--- src/rtl/c_misalign.sv ---
// Halfword-parcel aligner between a word-aligned RV32C fetch and the decoder.
// Optional macro C_MISALIGN_FLUSH_NOP_EN squashes the redirect-cycle instruction to a NOP.
module c_misalign (
    input  logic        clk,
    input  logic        reset,
    input  logic        sel_for_branch,
    input  logic [31:0] inst_in,
    output logic        stall_pc,
    output logic        pc_misaligned_o,
    output logic        misalign_fetch,
    output logic [31:0] inst_out
);

    localparam logic [31:0] NOP = 32'h00000013;

    typedef enum logic [1:0] {
        ALIGNED,
        UPPER,
        SPLIT
    } state_t;

    state_t      state_q, state_d;
    logic [15:0] hold_q, hold_d;
    logic        lo_is32, hi_is32;
    logic [31:0] aligned_inst;

    assign lo_is32      = (inst_in[1:0] == 2'b11);
    assign hi_is32      = (inst_in[17:16] == 2'b11);
    assign aligned_inst = lo_is32 ? inst_in : {16'h0, inst_in[15:0]};

    always_ff @(posedge clk or posedge reset) begin
        if (reset) begin
            state_q <= ALIGNED;
            hold_q  <= 16'h0;
        end else begin
            state_q <= state_d;
            hold_q  <= hold_d;
        end
    end

    always_comb begin
        state_d         = state_q;
        hold_d          = hold_q;
        stall_pc        = 1'b0;
        pc_misaligned_o = 1'b0;
        misalign_fetch  = 1'b0;
        inst_out        = aligned_inst;

        if (reset) begin
            inst_out = NOP;
        end else if (sel_for_branch) begin
            // Redirect wins over everything; any half-consumed word is abandoned.
            state_d = ALIGNED;
            hold_d  = 16'h0;
`ifdef C_MISALIGN_FLUSH_NOP_EN
            inst_out = NOP;
`else
            inst_out = aligned_inst;
`endif
        end else begin
            case (state_q)
                ALIGNED: begin
                    if (lo_is32) begin
                        state_d = ALIGNED;
                    end else if (!hi_is32) begin
                        stall_pc = 1'b1;
                        state_d  = UPPER;
                    end else begin
                        hold_d  = inst_in[31:16];
                        state_d = SPLIT;
                    end
                end
                UPPER: begin
                    inst_out        = {16'h0, inst_in[31:16]};
                    pc_misaligned_o = 1'b1;
                    state_d         = ALIGNED;
                end
                SPLIT: begin
                    // Low half of the new word completes the instruction begun last cycle.
                    inst_out        = {inst_in[15:0], hold_q};
                    pc_misaligned_o = 1'b1;
                    misalign_fetch  = 1'b1;
                    if (!hi_is32) begin
                        stall_pc = 1'b1;
                        state_d  = UPPER;
                    end else begin
                        hold_d  = inst_in[31:16];
                        state_d = SPLIT;
                    end
                end
                default: begin
                    state_d = ALIGNED;
                    hold_d  = 16'h0;
                end
            endcase
        end
    end

endmodule

--- config.mk ---
export PLATFORM = sky130hd
export DESIGN_NAME = c_misalign
export DESIGN_NICKNAME = d
export VERILOG_FILES = /design/src/rtl/c_misalign.sv
export SDC_FILE = /design/constraint.sdc
export NUM_CORES = 1
export LEC_CHECK = 0
export ABC_AREA = 1
export CAP_MARGIN = 25
export CORE_MARGIN = 3
export CORE_UTILIZATION = 49
export CTS_BUF_LIST = sky130_fd_sc_hd__clkbuf_8
export CTS_CLUSTER_DIAMETER = 100
export CTS_CLUSTER_SIZE = 14
export DETAILED_ROUTE_END_ITERATION = 7
export HOLD_SLACK_MARGIN = 0.05
export PLACE_DENSITY = 0.88
export SYNTH_ARGS = -nofsm -noshare
export SYNTH_HDL_FRONTEND = slang
export SYNTH_SLANG_ARGS = --single-unit
export TNS_END_PERCENT = 100
--- constraint.sdc ---
create_clock -name clk -period 4 [get_ports clk]
set_clock_uncertainty 0.2 [all_clocks]
set_input_delay 0.8 -clock clk [delete_from_list [all_inputs] [get_ports clk]]
set_output_delay 0.8 -clock clk [all_outputs]
set_load 0.01 [all_outputs]
==> impl_metrics.yaml <==
clock_tree:
  ctsLongestPathBuffers: 2
  clk-insertion-delay-late_ns: 0.25
  cell_at_the_root_of_the_clock_tree: "sky130_fd_sc_hd__clkbuf_8"
  ctsHtreeMaxLevel: 1
  cts_post_setup_buffers_inserted: 0
  clk_transition_reported_paths_ns: 0.06
  cts_hold_repair.buffers: 0
  cts.repair.resized: 0
  cts_tree: "built"
  numCtsBuffers: 3
  clkSinkCount: 18
place:
  place_worst_setup_slack_ns: 0.07931
  buffer_ports.inserted: 69
  gp_congestion: 0.8574
  place.detailed.hpwl_um: 3937
power:
  power.switching_uw: 230.9
  ir_worst_vdd_mv: 0.1737
  clock_power_share: 0.208
  internal_power_uw: 389.0
  cellPowerDensity_nw_per_um2: 241.7
  leakagePower_uw: 0.001240
  power.share.combinational: 0.434
  seq_power_share: 0.359
  switching_share: 0.3725
die:
  die_height_um: 66.70
  placementRows: 21
  initial_core_util: 0.5245
  pin_count: 70
  die_width_um: 66.70
  die-area_sq_um: 4449
  placeableCoreArea_sq_um: 3442
synthesis:
  share_of_async_settable_or_async_resettable_flops_after_synthesis: 1.000
  syn-mean-instance-area_sq_um: 6.313
  dominantRegCellSynth: "sky130_fd_sc_hd__dfrtp_1"
  synth-edff-count: 0
  yosys_warnings: 0
  ys_top_cells_by_count: "sky130_fd_sc_hd__nand2_1 (107), sky130_fd_sc_hd__nand3_1 (49), sky130_fd_sc_hd__dfrtp_1 (18), sky130_fd_sc_hd__nor2_1 (18), sky130_fd_sc_hd__inv_1 (17)"
  synth_top_cell_area_share: 0.2495
  yosys.cell_types.count: 25
  synth-seq-area-share: 0.2495
  syn_area_sq_um: 1805
  count_of_state_elements_after_synthesis: 18
  ys_top_cells_by_area: "sky130_fd_sc_hd__dfrtp_1 (25%), sky130_fd_sc_hd__nand2_1 (22%), sky130_fd_sc_hd__nand3_1 (14%)"
  post-synth-top-count-cell: "sky130_fd_sc_hd__nand2_1"
  syn_inst: 286
  synth_fp_nets: 324
  synth.largest_area_cell: "sky130_fd_sc_hd__dfrtp_1"
timing:
  fmaxAchievable_ghz: 0.2562
  worst_hold_slack_ns: 0.2760
  finalCritPeriodShare: 0.9760
  worst_slew_pin_slew_ns: 0.6617
  setup_viol_count_final: 0
  slew_viol_final: 0
  worst_slew_margin_rel: 0.5589
  hold_violations: 0
  period_minus_slack_ns: 3.904
  fin_ws_ns: 0.09607
final_layout:
  areaGrowthSynthToFinish_pct: 42.07
  layout-drive-gt1-share: 0.1193
  final_antenna_diode_count: 0
  nets: 392
min_path:
  whs_path_depth: 2
  whs_endpoint: "hold_q[14]"
  timing.hold.worst.start: "hold_q[14]"
  hp-class: "flip-flop to flip-flop"
global_routing:
  grt_start_max_net_pins: 33
  antenna_found_initial: 0
  grt_first_pass_wirelength_um: 9287
  grt_usage: 0.2660
  via_count_of_the_first_global_routing_pass: 1969
  globalRoute.totalOverflow: 0
route:
  antenna_left: 0
  postRouteWirelength_um: 5633
  routedWlPerCell_um: 14.15
  via_per_inst: 5.374
  drt_first_iter_violations: 169
  drtPass1Iterations: 7
  num_vias: 2139
  detail_route.drc_violations: 0
worst_setup_path:
  critPathArrivalTime_ns: 2.90
  timing.critical_path.from: "sel_for_branch"
  critical_path.endpoint_type: "output port"
  worstPathCellList: "clkdlybuf4s50_1 -> inv_8 -> nand2_8 -> nor2_8 -> buf_4 -> nand2_2 -> a21oi_2 -> clkdlybuf4s50_1"
  reg2reg_slack_ns: 1.77
  worst-path-max-fanout: 18
  crit_slowest_cell: "sky130_fd_sc_hd__clkdlybuf4s50_1"
  worst_path_max_stage_delay_ns: 0.62
  cp_data_required_time_ns: 3.00
  crit_type: "input pin to output port"
  reg2reg_to: "hold_q[11]"
  r2r_cells: 8
  critical_path.startpoint_type: "input pin"
  crit-reg2reg-launch: "state_q[1]"
  path_common_cell: "sky130_fd_sc_hd__clkdlybuf4s50_1"
run_status:
  run_status: "completed"
flow_run:
  cap_viol_max_count: 0
## area by class of cell
type	instances	area (sq um)
Tap cell	46	57.56
Multi-Input combinational cell	227	1134
Clock buffer	3	41.29
Inverter	21	86.33
Timing Repair Buffer	83	795.8
Fill cell	280	877.1
Sequential cell	18	450.4
## stage by stage
stage | utilization | cells | setup TNS (ns) | instance area, sq um | total power (uW)
final | 0.7452 | 398 | 0 | 2565 | 619.9
after global routing | 0.7452 | 398 | -0.0008864 | 2565 | 657.9
after CTS | 0.7343 | 393 | 0 | 2527 | 616.7
after detailed placement | 0.7223 | 390 | 0 | 2486 | 488.9
after global placement | 0.7223 | 390 | 0 | 2486 | 482.7
after floorplan | - | 286 | 0 | 1805 | 380.8
## metal layers
layer | vias up | GRT usage | routed length (um)
li1 | 1055 | - | -
met1 | 962 | 0.3450 | 2274
met2 | 117 | 0.4604 | 2815
met3 | 5 | 0.03204 | 499
met4 | 0 | 0.07360 | 44
met5 | - | 0 | 0
## cell usage in the layout, fill, tap and decap left out, drive strengths merged
| master | instances |
|---|---|
| nand3 | 49 |
| ha | 3 |
| nand2 | 118 |
| clkbuf | 3 |
| a21oi | 20 |
| nor3 | 1 |
| dfrtp | 18 |
| nand4 | 13 |
| o21ai | 2 |
| clkdlybuf4s50 | 69 |
| inv | 20 |
| buf | 14 |
| nor2 | 21 |
| clkinv | 1 |
## critical path: cells and delay by family
kind,cells,cell delay [ns]
buf+inv,4,1.58
simple gates,3,0.39
compound gates,1,0.12
## power groups by stage
stage / logic (uW) / registers [uW] / clock network, uW
2_1_floorplan: 159 / 222 / 0
3_3_place_gp: 259 / 224 / 0
3_5_place_dp: 264 / 225 / 0
4_1_cts: 265 / 222 / 130
5_1_grt: 295 / 225 / 139
6_report: 269 / 222 / 129
## flip-flops by register name, indices dropped and copies added (netlist names)
register  count
hold_q       16
state_q       2
## cell families (layout without fill, tap and decap cells)
logic type | Yosys count | in the layout | share of synthesized area
buffers and inverters | 41 | 107 | 0.1227
flip-flops | 18 | 18 | 0.2495
adder cells (fa/ha/maj) | 3 | 3 | 0.02079
AND/OR/NAND/NOR | 202 | 202 | 0.5253
AO/OA/AOI/OAI | 22 | 22 | 0.08178
## how the worst max path moves through the flow
stage,endpoint,slack [ns],cells past startpoint
after detailed placement,inst_out[23],0.08,7
after floorplan,inst_out[10],0.95,5
after global routing,inst_out[30],-0.0009,8
final,inst_out[29],0.1,8
after global placement,inst_out[22],0.16,7
after CTS,inst_out[23],0.08,7
(Power assumes the default switching activity.)
